$ cat config.mk
export PLATFORM = sky130hd
export DESIGN_NAME = seg7_display_bank
export DESIGN_NICKNAME = d
export VERILOG_FILES = /design/src/rtl/seg7_pkg.sv /design/src/rtl/hex_to_seg7.sv /design/src/rtl/seg7_display_bank.sv
export SDC_FILE = /design/constraint.sdc
export NUM_CORES = 1
export LEC_CHECK = 0
export BUFFER_PORTS_ARGS = -buffer_cell sky130_fd_sc_hd__clkbuf_2
export CAP_MARGIN = 25
export CORE_ASPECT_RATIO = 0.7
export CORE_MARGIN = 1
export CORE_UTILIZATION = 45
export CTS_CLUSTER_DIAMETER = 120
export DETAILED_ROUTE_END_ITERATION = 10
export PLACE_DENSITY = 0.73
export REMOVE_ABC_BUFFERS = 1
export SYNTH_ARGS = -nofsm -noshare
export SYNTH_HDL_FRONTEND = slang
export SYNTH_SLANG_ARGS = --single-unit
export TNS_END_PERCENT = 50
$ cat constraint.sdc
create_clock -name ck -period 2.55 [get_ports ck]
set_clock_uncertainty 0.1 [all_clocks]
set_input_delay 0 -clock ck [delete_from_list [all_inputs] [get_ports ck]]
set_output_delay 0 -clock ck [all_outputs]
set_load 0.05 [all_outputs]
$ cat src/rtl/seg7_pkg.sv
// Shared segment encoding for the hex display bank: active-low patterns, bit6=g .. bit0=a.
// Pure constants and a decode function; no state, no latency.
package seg7_pkg;

    typedef logic [6:0] seg_t;

    localparam seg_t SEG_BLANK = 7'h7F;

    // Index 15 is the leftmost element.
    localparam seg_t [15:0] SEG_TABLE = {
        7'h0E, 7'h06, 7'h21, 7'h46, 7'h03, 7'h08, 7'h18, 7'h00,
        7'h78, 7'h02, 7'h12, 7'h19, 7'h30, 7'h24, 7'h79, 7'h40
    };

    function automatic seg_t hex_to_seg(input logic [3:0] hex);
        return SEG_TABLE[hex];
    endfunction

endpackage

$ cat src/rtl/hex_to_seg7.sv
// Single-digit hex to seven-segment decoder with a forced-blank override.
// Combinational, zero latency; no flow control.
module hex_to_seg7
    import seg7_pkg::*;
(
    input  logic [3:0] hex,
    input  logic       blank,
    output seg_t       seg
);

    assign seg = blank ? SEG_BLANK : hex_to_seg(hex);

endmodule

$ cat src/rtl/seg7_display_bank.sv
// N-digit hex display driver: latched value, leading-zero blanking, blink, static and scanned outputs.
// Load takes effect on the following cycle; load is accepted every cycle, no back-pressure.
module seg7_display_bank
    import seg7_pkg::*;
#(
    parameter int NUM_DIGITS = 4,
    parameter int BLINK_DIV  = 25_000_000,
    parameter int SCAN_DIV   = 50_000
) (
    input  logic                      ck,
    input  logic                      reset_l,
    input  logic                      load,
    input  logic [4*NUM_DIGITS-1:0]   value,
    input  logic                      blank_lz,
    input  logic                      blink_en,
    input  logic [NUM_DIGITS-1:0]     blink_mask,
    output seg_t [NUM_DIGITS-1:0]     hex_static,
    output seg_t                      scan_seg,
    output logic [NUM_DIGITS-1:0]     scan_sel,
    output logic [4*NUM_DIGITS-1:0]   shown_value,
    output logic                      blink_phase
);

    localparam int BW = $clog2(BLINK_DIV);
    localparam int SW = $clog2(SCAN_DIV);
    localparam int IW = (NUM_DIGITS > 1) ? $clog2(NUM_DIGITS) : 1;

    localparam logic [BW-1:0] BLINK_LAST = BW'(BLINK_DIV - 1);
    localparam logic [SW-1:0] SCAN_LAST  = SW'(SCAN_DIV - 1);
    localparam logic [IW-1:0] IDX_LAST   = IW'(NUM_DIGITS - 1);

    logic [4*NUM_DIGITS-1:0] value_q;
    logic [BW-1:0]           blink_cnt;
    logic [SW-1:0]           scan_cnt;
    logic [IW-1:0]           scan_idx;
    logic [NUM_DIGITS-1:0]   lz_blank;
    logic                    lz_run;

    always_ff @(posedge ck or negedge reset_l) begin
        if (!reset_l) begin
            value_q <= '0;
        end else if (load) begin
            value_q <= value;
        end
    end

    // A load restarts the visible half-period so fresh data is never shown blanked.
    always_ff @(posedge ck or negedge reset_l) begin
        if (!reset_l) begin
            blink_cnt   <= '0;
            blink_phase <= 1'b0;
        end else if (load) begin
            blink_cnt   <= '0;
            blink_phase <= 1'b0;
        end else if (blink_cnt == BLINK_LAST) begin
            blink_cnt   <= '0;
            blink_phase <= ~blink_phase;
        end else begin
            blink_cnt   <= blink_cnt + 1'b1;
        end
    end

    always_ff @(posedge ck or negedge reset_l) begin
        if (!reset_l) begin
            scan_cnt <= '0;
            scan_idx <= '0;
        end else if (scan_cnt == SCAN_LAST) begin
            scan_cnt <= '0;
            scan_idx <= (scan_idx == IDX_LAST) ? '0 : scan_idx + 1'b1;
        end else begin
            scan_cnt <= scan_cnt + 1'b1;
        end
    end

    // Walk from the MS digit down; the run of zeros ends at the first nonzero digit.
    always_comb begin
        lz_blank = '0;
        lz_run   = blank_lz;
        for (int i = NUM_DIGITS - 1; i >= 1; i--) begin
            lz_run      = lz_run & (value_q[4*i +: 4] == 4'h0);
            lz_blank[i] = lz_run;
        end
    end

    for (genvar g = 0; g < NUM_DIGITS; g++) begin : g_digit
        hex_to_seg7 u_dec (
            .hex   (value_q[4*g +: 4]),
            .blank (lz_blank[g] | (blink_en & blink_mask[g] & blink_phase)),
            .seg   (hex_static[g])
        );
    end

    assign scan_sel    = NUM_DIGITS'(1) << scan_idx;
    assign scan_seg    = hex_static[scan_idx];
    assign shown_value = value_q;

endmodule

## Yosys cells after proc, flatten, opt, wreduce, memory -nomap -nowiden

Memories as Yosys holds them, arrays and structs flattened.
Index checks and enable logic that the tools add are counted.

| word-level totals | value |
|---|---|
| memories | 4 |
| bits of input ports | 25 |
| output and inout bits | 56 |
| register bits after elaboration | 60 |
| bits in read-only memories | 448 |
| logic and storage cells | 56 |

Memories:

| memory | words | bits a word | rd ports | clocked after Yosys merged registers in | wr ports | RTL line | source |
|---|---|---|---|---|---|---|---|
| (no name shown) | 16 | 7 | 1 | 0 | 0 | seg7_pkg.sv:16 | `return SEG_TABLE[hex];` |
| (no name shown) | 16 | 7 | 1 | 0 | 0 | seg7_pkg.sv:16 |  |
| (no name shown) | 16 | 7 | 1 | 0 | 0 | seg7_pkg.sv:16 |  |
| (no name shown) | 16 | 7 | 1 | 0 | 0 | seg7_pkg.sv:16 |  |

| operators by class | value |
|---|---|
| multiplexer cells | 16 |
| bitwise logic cells | 15 |
| order comparisons | 5 |
| eq/ne operators | 3 |
| reduce and logical (&&, ||, !) cells | 4 |
| $add $sub $neg | 3 |
| shift-type cells | 1 |

Operator list:

| operator | number |
|---|---|
| 2-to-1 mux 7 bit | 9 |
| 2-to-1 mux 25 bit | 2 |
| adder 25 x 1 -> 25 bit, second input constant | 1 |
| equality test 25 bit, second input constant | 1 |
| less-than comparator 4 x 5 -> 1 bit, second input constant | 4 |
| adder 16 x 1 -> 16 bit, second input constant | 1 |
| equality test 16 bit, second input constant | 1 |
| 2-to-1 mux 16 bit | 1 |
| binary-select mux 7 bit (select 2 bit) | 1 |
| logical NOT 4 bit | 3 |
| bitwise AND 1 bit | 11 |
| << shifter 1 x 2 -> 4 bit, first input constant | 1 |
| less-than comparator 2 x 3 -> 1 bit, second input constant | 1 |
| bitwise OR 1 bit | 3 |
| adder 2 x 1 -> 2 bit, second input constant | 1 |
| equality test 2 bit, second input constant | 1 |
| 2-to-1 mux 1 bit | 2 |
| 2-to-1 mux 2 bit | 1 |
| nonzero test 2 bit | 1 |
| NOT 1 bit | 1 |

## Longest topological paths before layout

| logic depth | value |
|---|---|
| word-level depth | 8 |
| gate-level depth with buffers | 8 |
| gate-level depth less buffers | 7 |

## Cells and area by module

A second synthesis with hierarchy kept.

| unflattened totals | value |
|---|---|
| cells, all modules | 443 |
| area total of the unflattened synthesis | 4152.7 µm² |

By module, submodules not included:

| module | area each (µm²) | cells an instance | times used | seq. area each (µm²) |
|---|---|---|---|---|
| seg7_display_bank | 3035.4 | 283 | 1 | 1501.4 |
| hex_to_seg7 (g_digit[0].u_dec ...) | 281.5 | 40 | 3 | 0.0 |
| hex_to_seg7 (g_digit[3].u_dec) | 272.8 | 40 | 1 | 0.0 |

## Worst setup path after synthesis

OpenSTA, ideal clock, no wires.

| path | value |
|---|---|
| path type | flip-flop to output port |
| from | register value_q[12] (netlist: shown_value[12]) |
| to | output scan_seg[2] |
| slack | -1113 ps |
| data arrival time | 3563 ps |
| buffers on the path | 0 |
| cell stages (with the launch flop) | 8 |
| data required time | 2450 ps |
| path through | dfrtp_1 -> inv_1 -> ha_1 -> and4bb_4 -> a21oi_1 -> o311ai_1 -> nor3_1 -> a21oi_1 |

RTL lines:

| element | RTL line | source |
|---|---|---|
| start, declared | seg7_display_bank.sv:32 | `logic [4*NUM_DIGITS-1:0] value_q;` |
| start signal, assigned | seg7_display_bank.sv:43 | `value_q <= value;` |
| end, declared | seg7_display_bank.sv:18 | `output seg_t scan_seg,` |

## Worst setup path in the final report

| path | value |
|---|---|
| from | register value_q[4] (netlist: shown_value[4]) |
| to | output scan_seg[6] |

| on the way | value |
|---|---|
| longest elaborated chain between the ends | 6 |
| elaborated cells on any way between the ends | 8 |
| classes of those cells | mux: 4; bitwise: 2; reduce/logical: 1; memory: 1 |

Ends and longest elaborated chain:

| element | RTL line | source |
|---|---|---|
| branches (longest 3 deep; another with memory read (16 x 7 bit)) | n/a |  |
| 2-to-1 mux 7 bit (*) | hex_to_seg7.sv:11 | `assign seg = blank ? SEG_BLANK : hex_to_seg(hex);` |
| binary-select mux 7 bit (select 2 bit) (*) | seg7_display_bank.sv:94 | `assign scan_seg = hex_static[scan_idx];` |
| 2-to-1 mux 7 bit (implied by the code) (*) | seg7_display_bank.sv:94 |  |

Every way passes the cells marked *. The select of a mux whose other input is x is not followed.

==> summary by stage <==
Synth
Yosys mapped a number of flops with a built-in enable equal to 0. The largest area contributor in the synthesized netlist is sky130_fd_sc_hd__dfrtp_1. The count of synthesis-stage warnings from yosys is 0. In this run the mean area of a mapped cell was roughly 9 µm². The mapped netlist covers 4150 µm². Among all cell types in the netlist, the one instantiated most often is sky130_fd_sc_hd__dfrtp_1. The fraction of registers with async set or reset after synthesis is 1.00. The leading register cell type out of synthesis is sky130_fd_sc_hd__dfrtp_1. Synthesis inferred 60 register bits. Of the synthesized area, sequential elements account for 0.362. The netlist uses just over 60 different library cells. After synthesis, the cell types taking the most area are sky130_fd_sc_hd__dfrtp_1, sky130_fd_sc_hd__ha_1, sky130_fd_sc_hd__nand2_1. The area share of the largest cell type after synthesis is 0.362. Sorting the synthesized cells by how often they occur yields sky130_fd_sc_hd__dfrtp_1, sky130_fd_sc_hd__nand2_1, sky130_fd_sc_hd__nor2_1. Synthesis produced a netlist whose cell count is between 400 and 500.

Power and ir drop
The completed layout was analyzed and its total power is 3.45 mW. Dividing total power by cell area gives a power density of 638 nW/µm². The analysis attributes to cell leakage a power of ~2.5 nW. The largest vdd supply drop is 0.455 mV.

STA
In the finished design, the share of the clock period the worst path needs comes to 0.982. For the pin with the worst max-slew slack, the measured transition is ~0.76 ns. The worst path meets setup with 0.0465 ns of slack. For the final routed database, the setup TNS stands at 0 ns. The number of pins with negative max-slew slack in the final report is 0. The shortest period the worst path allows is around 2.5 ns. Headroom to the max-slew limit came out at 0.493. The number of hold violations in the final report is 0. On the final layout, the worst hold slack is approximately 0.066 ns.

Setup violations remaining at the end of the flow were counted as 0. Timing would allow up to between 300 and 400 MHz.

Worst setup path
The class of the most critical setup path is flop to primary output. The sort of element at the end of the critical path is a primary output. Traced cell by cell, the critical path runs through inv_2, ha_2, nor3b_4, a41oi_4, o311ai_4, nor2_1, nor4_1, buf_4. In this run the worst path has a maximum fanout of 5. The largest single stage delay on the critical path is between 0.4 and 0.5 ns. The most critical setup path has its startpoint at shown_value[4]. The worst-path cell with the longest stage delay is sky130_fd_sc_hd__dfrtp_2. The reg-to-reg startpoint is blink_cnt[0]. The critical path startpoint category is a flop.

Data on the critical path is required at its endpoint by 2.45 ns. The number of buffers and inverters on the critical path is 2. Data arrives at the worst endpoint at about 2.4 ns. The cell family contributing the most delay on the critical path is simple AND/OR/NAND/NOR gates.

Run status
The run finished with clean final reports.

Clock tree
The master cell of the clock root buffer is sky130_fd_sc_hd__clkbuf_16. The clock reaches the later pin of the worst-skew pair after 0.33 ns. The maximum level of the CTS H-tree is 3. For this design, the sink count on the clock tree is 60. The CTS clock-pin slew for the worst setup and hold paths is approximately 0.060 ns. The worst-case clock buffer depth is 2. The number of buffers inserted during clock tree synthesis is 9.

The TritonCTS clock tree is built.

Placement
Buffers placed on the I/O ports in this run total 80. The routability-driven placement congestion ratio is about 0.95. The placed instances occupy a cell area of 4680 µm². Detailed placement finished with a half-perimeter wire length of 7.76 mm. Once placement completed, the tool counted placed cells totaling approximately 660.

Timing analysis after detailed placement gives a worst setup slack of between 0.1 and 0.15 ns.

Die
The die span in y is slightly above 80 µm. The I/O pin count is slightly above 80. For this configuration, the core starts out at a cell density of 0.478. The area of the die is approximately 9600 µm².

In this run the horizontal extent of the chip is between 100 and 150 µm. The standard-cell row count is 28. After floorplanning, the core was sized to cover 8690 µm².

Flow run
The count of max-cap constraint violations is 0.

Layout
From synthesis to final layout, the design area changed by 30.5%. The antenna diode count is 0. The post-layout utilization of the core is 0.623. The finished layout holds 704 standard cells, fillers aside. The ratio of cells with drive above 1 in the final layout is 0.291.

After filler insertion, the fill cell instance count of the layout stands at around 740. After the last flow step, the layout net total stands at 628. Once layout is done, the placed cells without fillers occupy 5410 µm².

Global routing
For this run, the total global-route usage over all layers was measured as 0.238. The number of antenna violations at the first check in global routing is 0. The largest net degree at the start of global routing is around 60.

After global routing the overflow that remains totals 0. The first global-routing pass estimated between 15 and 20 mm of wire. The number of global-route vias before repair is around 3,600.

Drt
After detailed routing, the number of remaining DRC violations is 0. The total number of vias is just under 4,000. The number of detailed-route iterations in the first pass is 5.

The wire length per cell after detailed routing is 16.1 µm. The routed wire length is around 11 mm. In the routed layout, each cell is associated on average with a via count of about 5.6.

The starting DRC count in detailed routing is about 400. In this run the remaining antenna-violating nets after routing total 0.

Worst hold path
The min-delay analysis places its worst path in the category primary input to flop. The startpoint of the most critical hold path is load.
## layout by cell type, fill, tap and decap left out, drive strengths merged, types with 3 or more instances in the layout
master       instances
ha                  24
xor2                22
nand4               18
nor3                 6
nand2b               7
nor4                 7
and3                 8
dfrtp               60
clkinv               3
nor2                59
clkbuf              86
xnor2               15
nand2               56
a21oi               16
mux2i                7
a31oi                6
o221ai               3
inv                 21
or2                  3
nand3               24
nor2b                6
dlygate4sd3         17
o21ai               28
buf                 27
mux2                13
o311ai               6
## power breakdown
part           internal, mW  switching [mW]
Combinational         0.338           0.800
Sequential            0.982          0.0479
Clock                 0.854           0.431
Total                  2.17            1.28
## repair_timing
| action | in CTS | in global routing |
|---|---|---|
| resized for setup | 12 | 29 |
| cloned | 1 | 0 |
| hold endpoints to repair | 76 | 0 |
| pin swaps | 3 | 9 |
| buffers inserted | 2 | 9 |
| endpoints found under the setup margin | 8 | 8 |
| hold buffers | 17 | 0 |
## registers in the layout, indices dropped and copies added, names as in the netlist
signal       count
blink_cnt       25
blink_phase      1
scan_cnt        16
scan_idx         2
shown_value     16
## layer usage
| metal | up-vias | track usage | wire length (µm) |
|---|---|---|---|
| li1 | 1870 | - | - |
| met1 | 1881 | 0.333 | 5270 |
| met2 | 167 | 0.356 | 5050 |
| met3 | 28 | 0.0584 | 757 |
| met4 | 0 | 0.0911 | 225 |
| met5 | - | 0 | 0 |
## path summary, 6_finish.rpt
| kind | endpoint | cells past startpoint | slack [ns] |
|---|---|---|---|
| worst max-delay path | scan_seg[6] | 8 | 0.05 |
| worst min-delay path | blink_phase | 2 | 0.07 |
| worst max register to register | blink_cnt[12] | 7 | 0.50 |
| worst min register to register | scan_cnt[0] | 1 | 0.38 |
| max in group asynchronous | shown_value[1] | 3 | 1.54 |
| min in group asynchronous | blink_cnt[13] | 3 | 0.27 |
## area by class of cell
type	instances	area [µm²]	share of cell area
Multi-Input combinational cell	366	2570	0.476
Sequential cell	60	1510	0.278
Timing Repair Buffer	120	781	0.144
Clock buffer	10	229	0.0423
Tap cell	120	150	0.0277
Clock inverter	6	88.8	0.0164
Inverter	22	82.6	0.0153
## logic make-up after synthesis
family | share of synthesized area
compound gates | 0.134
xor+xnor | 0.0781
fa+ha+maj | 0.0724
buf+inv | 0.0464
flops | 0.362
mux | 0.0522
simple gates | 0.255
Power figures use the tool's default switching activity.
